==> src/rtl/seq_div8x4_if.sv <==
// Start/ready/done handshake and operand/result bus of the sequential 8x4 divider.
// The requester drives the master side and the divider implements the slave side.
interface seq_div8x4_if #(
    parameter int N_W = 8,
    parameter int D_W = 4
);
    logic           start;
    logic [N_W-1:0] dividend;
    logic [D_W-1:0] divisor;
    logic           ready;
    logic           busy;
    logic           done;
    logic [N_W-1:0] quotient;
    logic [D_W-1:0] remainder;
    logic           div_by_zero;

    modport master (
        output start, dividend, divisor,
        input  ready, busy, done, quotient, remainder, div_by_zero
    );

    modport slave (
        input  start, dividend, divisor,
        output ready, busy, done, quotient, remainder, div_by_zero
    );
endinterface

==> src/rtl/seq_div8x4.sv <==
// Restoring divider: unsigned N_W-bit dividend by D_W-bit divisor.
// It produces one quotient bit per clock and has a fixed N_W-cycle latency.
module seq_div8x4 #(
    parameter int N_W   = 8,
    parameter int D_W   = 4,
    parameter int CNT_W = 4
) (
    input  logic         clock,
    input  logic         rst_n,
    seq_div8x4_if.slave  bus
);

    typedef enum logic [1:0] {IDLE, CALC, DONE} state_t;

    typedef struct packed {
        logic [D_W:0]   r;
        logic [N_W-1:0] q;
    } step_t;

    localparam logic [CNT_W-1:0] LAST_STEP = CNT_W'(N_W - 1);

    state_t         state;
    logic [N_W-1:0] q_sh;
    logic [D_W-1:0] d_reg;
    logic [D_W:0]   r_acc;
    logic [CNT_W-1:0] cnt;
    step_t          step;

    // One restoring iteration. R carries an extra bit so that the compare against D cannot overflow.
    function automatic step_t restore_step(input logic [D_W:0]   r,
                                           input logic [N_W-1:0] q,
                                           input logic [D_W-1:0] d);
        step_t       s;
        logic [D_W:0] r_sh;
        r_sh = {r[D_W-1:0], q[N_W-1]};
        if (r_sh >= {1'b0, d}) begin
            s.r = r_sh - {1'b0, d};
            s.q = {q[N_W-2:0], 1'b1};
        end else begin
            s.r = r_sh;
            s.q = {q[N_W-2:0], 1'b0};
        end
        return s;
    endfunction

    always_comb begin
        step = restore_step(r_acc, q_sh, d_reg);
    end

    always_ff @(posedge clock) begin
        if (!rst_n) begin
            state           <= IDLE;
            q_sh            <= '0;
            d_reg           <= '0;
            r_acc           <= '0;
            cnt             <= '0;
            bus.ready       <= 1'b1;
            bus.busy        <= 1'b0;
            bus.done        <= 1'b0;
            bus.quotient    <= '0;
            bus.remainder   <= '0;
            bus.div_by_zero <= 1'b0;
        end else begin
            bus.done <= 1'b0;
            unique case (state)
                // DONE accepts a new start exactly like IDLE, which allows back-to-back operation.
                IDLE, DONE: begin
                    if (bus.start) begin
                        q_sh      <= bus.dividend;
                        d_reg     <= bus.divisor;
                        r_acc     <= '0;
                        cnt       <= '0;
                        state     <= CALC;
                        bus.ready <= 1'b0;
                        bus.busy  <= 1'b1;
                    end else begin
                        state     <= IDLE;
                        bus.ready <= 1'b1;
                        bus.busy  <= 1'b0;
                    end
                end
                CALC: begin
                    q_sh  <= step.q;
                    r_acc <= step.r;
                    cnt   <= cnt + 1'b1;
                    if (cnt == LAST_STEP) begin
                        state     <= DONE;
                        bus.ready <= 1'b1;
                        bus.busy  <= 1'b0;
                        bus.done  <= 1'b1;
                        // A zero divisor yields an all-ones quotient; force the result to the defined form.
                        if (d_reg == '0) begin
                            bus.quotient    <= '1;
                            bus.remainder   <= '0;
                            bus.div_by_zero <= 1'b1;
                        end else begin
                            bus.quotient    <= step.q;
                            bus.remainder   <= step.r[D_W-1:0];
                            bus.div_by_zero <= 1'b0;
                        end
                    end
                end
                default: begin
                    state     <= IDLE;
                    bus.ready <= 1'b1;
                    bus.busy  <= 1'b0;
                end
            endcase
        end
    end

endmodule

==> src/flat_wrapper.sv <==
// flat-port wrapper written by rule: the top's interface ports become plain ports
module seq_div8x4_flat 
#(
    parameter int N_W   = 8,
    parameter int D_W   = 4,
    parameter int CNT_W = 4
)
  (clock, rst_n, bus_start, bus_dividend, bus_divisor, bus_ready, bus_busy, bus_done, bus_quotient, bus_remainder, bus_div_by_zero);
  seq_div8x4_if #(.N_W(N_W), .D_W(D_W)) bus_i ();
  input  logic clock;
  input  logic rst_n;
  input wire logic [$bits(bus_i.start)-1:0] bus_start;
  input wire logic [$bits(bus_i.dividend)-1:0] bus_dividend;
  input wire logic [$bits(bus_i.divisor)-1:0] bus_divisor;
  output wire logic [$bits(bus_i.ready)-1:0] bus_ready;
  output wire logic [$bits(bus_i.busy)-1:0] bus_busy;
  output wire logic [$bits(bus_i.done)-1:0] bus_done;
  output wire logic [$bits(bus_i.quotient)-1:0] bus_quotient;
  output wire logic [$bits(bus_i.remainder)-1:0] bus_remainder;
  output wire logic [$bits(bus_i.div_by_zero)-1:0] bus_div_by_zero;
  assign bus_i.start = bus_start;
  assign bus_i.dividend = bus_dividend;
  assign bus_i.divisor = bus_divisor;
  assign bus_ready = bus_i.ready;
  assign bus_busy = bus_i.busy;
  assign bus_done = bus_i.done;
  assign bus_quotient = bus_i.quotient;
  assign bus_remainder = bus_i.remainder;
  assign bus_div_by_zero = bus_i.div_by_zero;
  seq_div8x4 #(.N_W(N_W), .D_W(D_W), .CNT_W(CNT_W)) u_core (.clock(clock), .rst_n(rst_n), .bus(bus_i));
endmodule
==> config.mk <==
export PLATFORM = sky130hd
export DESIGN_NAME = seq_div8x4_flat
export DESIGN_NICKNAME = d
export VERILOG_FILES = /design/src/rtl/seq_div8x4_if.sv /design/src/rtl/seq_div8x4.sv /design/src/flat_wrapper.sv
export SDC_FILE = /design/constraint.sdc
export NUM_CORES = 1
export LEC_CHECK = 0
export CORE_MARGIN = 2
export CORE_UTILIZATION = 55
export CTS_BUF_LIST = sky130_fd_sc_hd__clkbuf_4 sky130_fd_sc_hd__clkbuf_8 sky130_fd_sc_hd__clkbuf_16
export CTS_CLUSTER_DIAMETER = 150
export DETAILED_ROUTE_END_ITERATION = 8
export PLACE_DENSITY_LB_ADDON = 0.25
export SLEW_MARGIN = 30
export SYNTH_ARGS = -nofsm -noshare
export SYNTH_HDL_FRONTEND = slang
export SYNTH_SLANG_ARGS = --single-unit
==> constraint.sdc <==
create_clock -name clock -period 5.32 [get_ports clock]
set_input_delay 1.596 -clock clock [delete_from_list [all_inputs] [get_ports clock]]
set_output_delay 1.596 -clock clock [all_outputs]
set_load 0.02 [all_outputs]
==> After elaboration in Yosys (flattened, before gate mapping) <==
Index checks and enable logic that the tools add are counted.
{ "word_totals": {"inputBits": 15, "word_cells": 47, "register_bits": 38} }
{ "classes": {"mux": 20, "n_addsub": 2, "n_reduce_logical": 8, "order_cmp": 1, "eq_ne": 5} }
{ "ops": {"columns": ["op", "n"], "rows": [
  ["$mux W8", 2],
  ["$pmux W4 S2", 2],
  ["$pmux W8 S2", 1],
  ["$mux W12", 1],
  ["$mux W4", 3],
  ["$reduce_and A2 Y1", 4],
  ["$mux W1", 7],
  ["$ge A5 B4 Y1", 1],
  ["$add A4 B1 Y4 const B", 1],
  ["$eq A4 B3 Y1 const B", 1],
  ["$logic_not A4 Y1", 1],
  ["$pmux W1 S2", 2],
  ["$pmux W2 S2", 1],
  ["$sub A4 B4 Y4", 1],
  ["$eq A2 B1 Y1 const B", 1],
  ["$eq A2 B2 Y1 const B", 1],
  ["$logic_not A2 Y1", 1],
  ["$mux W2", 1],
  ["$ne A2 B1 Y1 const B", 1],
  ["$ne A2 B2 Y1 const B", 1],
  ["$reduce_bool A2 Y1", 1],
  ["$reduce_or A2 Y1", 1]
]} }

==> Longest topological paths before layout <==
Gate-level depths: netlist (run 1).
{ "logic_depth": {"depth_word": 4, "ltp_mapped": 7} }

==> Least setup slack after synthesis (run 1) <==
No wires, ideal clock.
{ "synth_path": {"path_type": "in2reg", "startpoint": "input bus_start", "endpoint": "register u_core.q_sh[5]", "stages": 4, "t_arrival_ns": 2.358, "slack_ns": 2.892, "t_required_ns": 5.250, "setup_ns": 0.070, "path_cell_list": "nor2b_1 > clkbuf_1 > a22oi_1 > a21boi_1"} }
{ "synth_via": {"elab_chain_len": 2} }
{ "synth_rtl": {"columns": ["item", "line_no", "rtl"], "rows": [
  ["from (decl)", "flat_wrapper.sv:12", "input wire logic [$bits(bus_i.start)-1:0] bus_start;"],
  ["$ne A2 B2 Y1 (no source line)", null, null],
  ["$reduce_and A2 Y1 (no source line)", null, null],
  ["to (signal assigned)", "seq_div8x4.sv:69", "q_sh <= bus.dividend;"],
  ["to (signal assigned)", "seq_div8x4.sv:83", "q_sh <= step.q;"],
  ["to (decl)", "seq_div8x4.sv:23", "logic [N_W-1:0] q_sh;"]
]} }
No other way between the ends.
A chain may end at the register's enable or synchronous reset.

==> Worst setup path after layout (run 1) <==
{ "layout_path": {"startpoint": "register u_core.bus.busy", "endpoint": "output bus_busy"} }
{ "layout_rtl": {"columns": ["item", "line_no", "rtl"], "rows": [
  ["from (decl)", "seq_div8x4_if.sv:24", "output ready, busy, done, quotient, remainder, div_by_zero"],
  ["from (signal assigned)", "seq_div8x4.sv:58", "bus.busy <= 1'b0;"],
  ["from (signal assigned)", "seq_div8x4.sv:75", "bus.busy <= 1'b1;"],
  ["from (signal assigned)", "seq_div8x4.sv:79", "bus.busy <= 1'b0;"],
  ["to (decl)", "flat_wrapper.sv:16", "output wire logic [$bits(bus_i.busy)-1:0] bus_busy;"]
]} }
No word-level cell between the ends.

==> flow_summary.yaml, run 1 <==
routing:
  routed_wl_um: 3580
  routed_via_density: 5.68
  drc_errors: 0
  wl_per_cell_um: 14.5
  drt_iter0_drc: 33
  num_vias: 1404
  antenna_left: 0
  firstDrtPassIters: 4
clocking:
  holdBufCountCts: 0
  htree_levels: 2
  cts_tree: "built"
  postCtsSetupRepairBufs: 0
  clk_path_buf_depth: 2
  cts_resized: 0
  clkTransAtPathRegs_ns: 0.11
  root_buffer: "clkbuf_4"
  numCtsBuffers: 5
  cts_sinks: 37
  clkLatencyLatePin_ns: 0.34
timing:
  drv_slew: 0
  worst_slew_pin_slew_ns: 0.614
  finalCritPeriodShare: 0.554
  finalSetupTns_ns: 0
  period_needed_ns: 2.95
  maxClockFrequency_ghz: 0.339
  skew_ns: 0.0117
  slew_headroom: 0.587
  hold_viol: 0
  setup_viol: 0
  rsz0062_at_grt: "no"
pwr:
  powerDensity_nw_per_um2: 269
  total_power_uw: 545
  ir_worst_vdd_mv: 0.210
  p_leak_nw: 0.764
critical_path:
  critPathMaxStageDelay_ns: 0.62
  end_kind: "primary output"
  crit_arrival_ns: 1.35
  crit_type: "reg2out"
  startpoint_type: "flop"
  crit_chain: "clkdlybuf4s50_1"
  critPathSlowestCell: "clkdlybuf4s50_1"
  cp_top_family: "buffers and inverters"
  crit_buf_inv: 1
  required_ns: 3.72
  critical_path_peak_fanout: 4
layout:
  nets: 235
  area.growth.synth_to_final_pct: 21.1
  reg.largest.list: "u_core.bus.quotient: 8 flops, u_core.q_sh: 8 flops"
  drive_gt1_frac: 0.0794
  antennaDiodeCount: 0
logic_synthesis:
  ys_seq_elements: 37
  synthesis.nets: 207
  synth_seq_area_share: 0.442
  synth_edf_count: 0
  postSynthCellCount: 186
  synth_area_um2: 1670
  syn_area_per_cell_um2: 9.00
  synth_ff_type: "dfxtp_1"
  async_reset_ff_frac: 0
  yosysWarnings: 0
  synthDistinctLibCells: 36
worst_hold_path:
  hold_class: "reg2reg"
global_route:
  first_global_vias: 1334
  grt_pass1_wl_um: 5880
  grtUsageTotal: 0.228
  grt_max_degree: 39
  antenna_found_initial: 0
  grt-ovfl-total: 0
die:
  floorplan.initialDensity: 0.562
  core_area_um2: 2980
  ios: 31
  die_h_um: 59.2
  dieArea_um2: 3500
  rows: 20
  die_w_um: 59.2
flow_run:
  drv_cap: 0
run_status:
  outcome: "finished, final reports clean"
placement:
  portBuffers: 30
  routabilityCongestion: 0.791
  hpwl_um: 2600
[layout by cell type, fill, tap and decap left out, types with 2 or more instances in the layout]
cell type / n
nor2b_1: 4
and3_1: 2
clkbuf_4: 5
nor3_1: 8
nor3b_1: 7
clkdlybuf4s50_1: 29
inv_1: 8
ha_1: 5
a22oi_1: 9
nand2_1: 25
o21ai_1: 7
a21boi_1: 7
and2_1: 2
a21oi_1: 3
nand3_1: 8
a32o_1: 2
mux2i_1: 5
a21boi_0: 8
nor2_2: 2
nor2_1: 11
o21a_1: 2
dfxtp_1: 37
[kinds of logic (layout without fill, tap and decap cells)]
logic type / after synthesis / after routing / share of synthesized area
AND/OR/NAND/NOR: 76 / 76 / 0.236
adder cells (fa/ha/maj): 6 / 6 / 0.0493
multiplexers: 5 / 5 / 0.0299
XOR/XNOR: 1 / 1 / 0.00523
flip-flops: 37 / 37 / 0.442
AO/OA/AOI/OAI: 42 / 42 / 0.185
buffers and inverters: 19 / 47 / 0.0516
[cell usage after synthesis (all sizes together) (3+ instances only)]
| library cell | n | area [µm²] |
|---|---|---|
| o21ai | 8 | 40.0 |
| nand2 | 25 | 93.8 |
| dfxtp | 37 | 741 |
| a21boi | 16 | 124 |
| a21oi | 3 | 15.0 |
| nor3 | 8 | 40.0 |
| nor2b | 5 | 31.3 |
| nor3b | 7 | 52.6 |
| nor2 | 13 | 53.8 |
| mux2i | 5 | 50.1 |
| inv | 9 | 33.8 |
| buf | 6 | 37.5 |
| a22oi | 9 | 67.6 |
| nand3 | 8 | 40.0 |
| ha | 5 | 62.6 |
| clkbuf | 4 | 15.0 |
[tightest hold or removal path, stage by stage, from the launching register on]
cell and delay [ns]:
dfxtp_1 0.33, nand2_1 0.05, nand2_1 0.05
[metrics by stage]
step / hold slack [ns] / area (µm²) / worst slack [ns] / cells / utilization
floorplan: 0.435 / 1670 / 2.89 / 186 / -
global placement: 0.430 / 1970 / 1.83 / 240 / 0.662
detailed placement: 0.440 / 1970 / 1.73 / 240 / 0.662
CTS: 0.456 / 2030 / 2.11 / 247 / 0.682
global route: 0.480 / 2030 / 2.31 / 247 / 0.681
finish: 0.457 / 2030 / 2.37 / 247 / 0.681
[where the power goes]
part           switching [mW]  internal, mW
clock                  0.0904        0.0619
sequential            0.00933         0.287
combinational          0.0519        0.0439
total                   0.152         0.393
[path summary, 6_finish.rpt]
kind | startpoint | depth (start not counted) | endpoint | slack, ns
max reg2reg | u_core.d_reg[2] | 7 | u_core.r_acc[2] | 3.44
max | u_core.bus.busy | 1 | bus_busy | 2.37
min | u_core.bus.ready | 2 | u_core.bus.ready | 0.46
min reg2reg | u_core.bus.ready | 2 | u_core.bus.ready | 0.46
[per-layer routing]
| layer | global-route usage | part of all wire | up-vias |
|---|---|---|---|
| met5 | 0 | 0 | - |
| met4 | 0.107 | 0.015 | 0 |
| met1 | 0.248 | 0.42 | 667 |
| met2 | 0.403 | 0.52 | 30 |
| met3 | 0.0699 | 0.045 | 4 |
| li1 | - | - | 703 |
[final cells by class]
| cell class | count | area [µm²] |
|---|---|---|
| Tap cell | 33 | 41.3 |
| Fill cell | 253 | 951 |
| Sequential cell | 37 | 741 |
| Timing Repair Buffer | 31 | 303 |
| Inverter | 9 | 33.8 |
| Multi-Input combinational cell | 130 | 850 |
| Clock inverter | 1 | 7.51 |
| Clock buffer | 6 | 51.3 |
No activity file was read; power rests on OpenSTA's default activity.
==> run 2: changes to the inputs <==
--- a/config.mk
+++ b/config.mk
@@ -6,7 +6,7 @@
 export NUM_CORES = 1
 export LEC_CHECK = 0
 export CORE_MARGIN = 2
-export CORE_UTILIZATION = 55
+export CORE_UTILIZATION = 46
 export CTS_BUF_LIST = sky130_fd_sc_hd__clkbuf_4 sky130_fd_sc_hd__clkbuf_8 sky130_fd_sc_hd__clkbuf_16
 export CTS_CLUSTER_DIAMETER = 150
 export DETAILED_ROUTE_END_ITERATION = 8
==> constraint.sdc (replaced) <==
create_clock -name clock -period 2.6 [get_ports clock]
set_input_delay 0.78 -clock clock [delete_from_list [all_inputs] [get_ports clock]]
set_output_delay 0.78 -clock clock [all_outputs]
set_load 0.02 [all_outputs]
==> run 2 against run 1 <==
  * Die area increased by 18%
  * Sequential power increased by 100%
  * Via count decreased by 0.71%
  * Final area increased by 1.9%
  * Power increased by 100%
  * Clock skew about the same
  * Sequential share of layout area decreased by 0.66 points
  * First-iteration DRC count increased by 15%
  * Combinational power increased by 110%
  * Worst hold slack improved by 0.0030 ns
  * Global-route usage decreased by 3.4 points
  * Critical path type unchanged
  * Critical endpoint is now bus_remainder[1]
  * Largest cell class unchanged
  * Highest routed layer unchanged
==> flow_summary.yaml, run 2 (synthesis gave the netlist of run 1 again) <==
clocking:
  clkLatencyLatePin_ns: 0.34
  cts_tree: "built"
  cts_sinks: 37
  postCtsSetupRepairBufs: 0
  clkTransAtPathRegs_ns: 0.10
  cts_resized: 0
  root_buffer: "clkbuf_4"
  clk_path_buf_depth: 2
  numCtsBuffers: 5
  htree_levels: 2
  holdBufCountCts: 0
critical_path:
  crit_arrival_ns: 1.32
  critical_path_peak_fanout: 2
  cp_top_family: "buffers and inverters"
  critPathSlowestCell: "clkdlybuf4s50_1"
  end_kind: "primary output"
  critPathMaxStageDelay_ns: 0.64
  startpoint_type: "flop"
  crit_type: "reg2out"
  crit_buf_inv: 1
  required_ns: 1.82
  crit_chain: "clkdlybuf4s50_1"
global_route:
  grt_pass1_wl_um: 6220
  grt-ovfl-total: 0
  antenna_found_initial: 0
  grt_max_degree: 39
  first_global_vias: 1450
  grtUsageTotal: 0.195
layout:
  reg.largest.list: "u_core.bus.quotient: 8 flops, u_core.q_sh: 8 flops"
  area.growth.synth_to_final_pct: 23.3
  utilization: 0.604
  drive_gt1_frac: 0.0872
  nFillCells: 313
  nets: 238
  final_common_cell: "dfxtp_1"
  final_cell_mix: "dfxtp_1, clkdlybuf4s50_1, nand2_1"
  antennaDiodeCount: 0
  fin_cells: 264
worst_hold_path:
  hold_class: "reg2reg"
pwr:
  p_leak_nw: 0.782
  ir_worst_vdd_mv: 0.313
  powerDensity_nw_per_um2: 536
timing:
  worst_slew_pin_slew_ns: 0.592
  layout_setup_ws_ns: 0.500
  rsz0062_at_grt: "no"
  fin_hold_ws_ns: 0.460
  drv_slew: 0
  finalSetupTns_ns: 0
  slew_headroom: 0.605
  skew_ns: 0.0121
  hold_viol: 0
  finalCritPeriodShare: 0.808
  period_needed_ns: 2.10
  maxClockFrequency_ghz: 0.476
  setup_viol: 0
placement:
  dp_cells: 256
  portBuffers: 30
  hpwl_um: 2640
  pre_cts_slack_ns: 0.376
  routabilityCongestion: 0.798
die:
  rows: 21
  floorplan.initialDensity: 0.490
  core_area_um2: 3420
  die_h_um: 64.3
  die_w_um: 64.3
  ios: 31
  dieArea_um2: 4140
routing:
  routed_via_density: 5.28
  drt_iter0_drc: 38
  wl_per_cell_um: 13.7
  num_vias: 1394
  routed_wl_um: 3620
  firstDrtPassIters: 4
  antenna_left: 0
  drc_errors: 0
run_status:
  outcome: "finished, final reports clean"
flow_run:
  drv_cap: 0
==> run 2: final timing paths <==
path,startpoint,endpoint,slack [ns],cells past startpoint
setup / recovery,u_core.bus.remainder[1],bus_remainder[1],0.50,1
hold / removal,u_core.q_sh[7],u_core.q_sh[7],0.46,2
setup reg to reg,u_core.d_reg[2],u_core.r_acc[1],0.72,7
hold reg to reg,u_core.q_sh[7],u_core.q_sh[7],0.46,2
==> run 2: where the power goes <==
part / internal, mW / leakage [nW] / switching (mW)
logic: 0.0954 / 0.446 / 0.106
registers: 0.588 / 0.301 / 0.0188
clock network: 0.113 / 0.0354 / 0.185
total: 0.796 / 0.782 / 0.310
==> run 2: metrics by stage <==
| step | power (mW) | cell area (µm²) |
|---|---|---|
| after detailed placement | 0.821 | 2010 |
| after CTS | 1.12 | 2060 |
| after global placement | 0.812 | 2010 |
| after floorplan | 0.756 | 1670 |
| after global routing | 1.18 | 2060 |
| final | 1.11 | 2060 |
==> run 2: layer usage <==
layer / routed length (µm) / part of all wire / vias up / track usage
met5: 0 / 0 / - / 0
met4: 88 / 0.024 / 0 / 0.0957
met2: 1840 / 0.51 / 36 / 0.342
li1: - / - / 706 / -
met1: 1470 / 0.41 / 641 / 0.210
met3: 221 / 0.061 / 11 / 0.0599
==> run 2: layout make-up <==
type                    count  area, µm²  share of cell area
clock buffers               6       45.0              0.0218
well taps                  46       57.6              0.0279
multi-input cells         130        847               0.410
flip-flops and latches     37        741               0.359
clock inverters             2       10.0             0.00485
inverters                   9       33.8              0.0164
repair buffers             34        330               0.160
==> run 2: tightest hold or removal path: stages (launching register included) <==
cell      delay (ns)
dfxtp_1         0.32
nand2_1         0.05
a21boi_1        0.05
==> run 3: changes to the inputs <==
--- a/config.mk
+++ b/config.mk
@@ -6,7 +6,7 @@
 export NUM_CORES = 1
 export LEC_CHECK = 0
 export CORE_MARGIN = 2
-export CORE_UTILIZATION = 46
+export CORE_UTILIZATION = 51
 export CTS_BUF_LIST = sky130_fd_sc_hd__clkbuf_4 sky130_fd_sc_hd__clkbuf_8 sky130_fd_sc_hd__clkbuf_16
 export CTS_CLUSTER_DIAMETER = 150
 export DETAILED_ROUTE_END_ITERATION = 8
==> constraint.sdc (replaced) <==
create_clock -name clock -period 2.1 [get_ports clock]
set_input_delay 0.63 -clock clock [delete_from_list [all_inputs] [get_ports clock]]
set_output_delay 0.63 -clock clock [all_outputs]
set_load 0.02 [all_outputs]
==> run 3 against run 2 <==
  * Worst hold slack better by 0.0037 ns
  * Core utilization up 7.3 points
  * Setup slack got worse by 0.35 ns
  * Clock power increased by 30%
  * Critical path depth unchanged
  * Sequential cell count did not move
  * First-iteration DRC count grew 11%
  * Largest power group unchanged
==> flow_summary.yaml, run 3 (synthesis gave the netlist of run 1 again) <==
critical_path:
  startpoint_type: "flop"
  crit_arrival_ns: 1.32
  crit_chain: "clkdlybuf4s50_1"
  required_ns: 1.47
  critical_path_peak_fanout: 4
  end_kind: "primary output"
  crit_buf_inv: 1
  critPathMaxStageDelay_ns: 0.61
  r2r_slack_ns: 0.20
  crit_type: "reg2out"
  cp_top_family: "buffers and inverters"
  critPathSlowestCell: "clkdlybuf4s50_1"
routing:
  firstDrtPassIters: 4
  routed_wl_um: 3600
  num_vias: 1393
  wl_per_cell_um: 13.8
  drc_errors: 0
  drt_iter0_drc: 42
  antenna_left: 0
  routed_via_density: 5.32
global_route:
  grt_pass1_wl_um: 5910
  grtUsageTotal: 0.218
  antenna_found_initial: 0
  first_global_vias: 1377
  grt_max_degree: 39
  grt-ovfl-total: 0
timing:
  setup_viol: 0
  worst_slew_pin_slew_ns: 0.562
  period_needed_ns: 1.95
  slew_headroom: 0.624
  hold_viol: 0
  layout_setup_ws_ns: 0.149
  maxClockFrequency_ghz: 0.513
  rsz0062_at_grt: "no"
  skew_ns: 0.00434
  finalSetupTns_ns: 0
  finalCritPeriodShare: 0.929
  drv_slew: 0
clocking:
  cts_resized: 0
  clkTransAtPathRegs_ns: 0.10
  cts_sinks: 37
  clkLatencyLatePin_ns: 0.34
  htree_levels: 2
  root_buffer: "clkbuf_4"
  clk_path_buf_depth: 2
  postCtsSetupRepairBufs: 0
  holdBufCountCts: 0
  cts_tree: "built"
  numCtsBuffers: 5
layout:
  final_cell_mix: "dfxtp_1, clkdlybuf4s50_1, nand2_1"
  final_common_cell: "dfxtp_1"
  drive_gt1_frac: 0.0872
  reg.largest.list: "u_core.bus.quotient: 8 flops, u_core.q_sh: 8 flops"
  area.growth.synth_to_final_pct: 24.6
  antennaDiodeCount: 0
  nFillCells: 261
  nets: 239
placement:
  hpwl_um: 2660
  routabilityCongestion: 0.773
  pre_cts_slack_ns: 0.177
  portBuffers: 30
pwr:
  ir_worst_vdd_mv: 0.396
  p_leak_nw: 0.791
  powerDensity_nw_per_um2: 670
die:
  dieArea_um2: 3760
  core_area_um2: 3080
  rows: 20
  ios: 31
  floorplan.initialDensity: 0.544
  die_w_um: 61.3
  die_h_um: 61.3
run_status:
  outcome: "finished, final reports clean"
worst_hold_path:
  hold_class: "reg2reg"
flow_run:
  drv_cap: 0
==> run 3: changes by cell type in the layout (fill, tap and decap cells not counted), sizes merged <==
cell and delta:
clkinv -2, buf +1, clkbuf +1
==> run 3: worst min-delay path, stage by stage (launching register included) <==
cell and delay (ns):
dfxtp_1 0.32, nand2_1 0.05, a21boi_1 0.05
==> run 3: stage by stage <==
| step | util | cell area (µm²) | hold WS (ns) | instances | power, mW |
|---|---|---|---|---|---|
| 2_1_floorplan | - | 1670 | 0.435 | 186 | 0.936 |
| 3_3_place_gp | 0.659 | 2030 | 0.429 | 255 | 1.01 |
| 3_5_place_dp | 0.659 | 2030 | 0.452 | 255 | 1.03 |
| 6_report | 0.678 | 2090 | 0.464 | 262 | 1.40 |
| 5_1_grt | 0.678 | 2090 | 0.486 | 262 | 1.47 |
| 4_1_cts | 0.678 | 2090 | 0.467 | 262 | 1.41 |
==> run 3: layer usage <==
layer  track usage  vias up  part of all wire
met3        0.0630        8             0.040
met2         0.397       32              0.51
li1              -      707                 -
met5             0        -                 0
met4        0.0932        0             0.018
met1         0.235      646              0.43
==> run 3: final timing paths <==
kind | end | cells after the start | startpoint
hold reg to reg | u_core.q_sh[7] | 2 | u_core.q_sh[7]
hold / removal | u_core.q_sh[7] | 2 | u_core.q_sh[7]
setup / recovery | bus_busy | 1 | u_core.bus.busy
setup reg to reg | u_core.bus.remainder[0] | 7 | u_core.d_reg[2]
==> run 3: layout make-up <==
| cell class | instances | area (µm²) | share of cell area |
|---|---|---|---|
| flip-flops and latches | 37 | 741 | 0.355 |
| inverters | 9 | 33.8 | 0.0162 |
| repair buffers | 35 | 350 | 0.168 |
| multi-input cells | 130 | 847 | 0.406 |
| clock buffers | 7 | 58.8 | 0.0282 |
| well taps | 44 | 55.1 | 0.0264 |
==> run 3: report_power, final <==
group          internal (mW)  total (mW)  switching [mW]
Combinational          0.123       0.258           0.135
Clock                  0.171       0.389           0.218
Sequential             0.727       0.751          0.0236
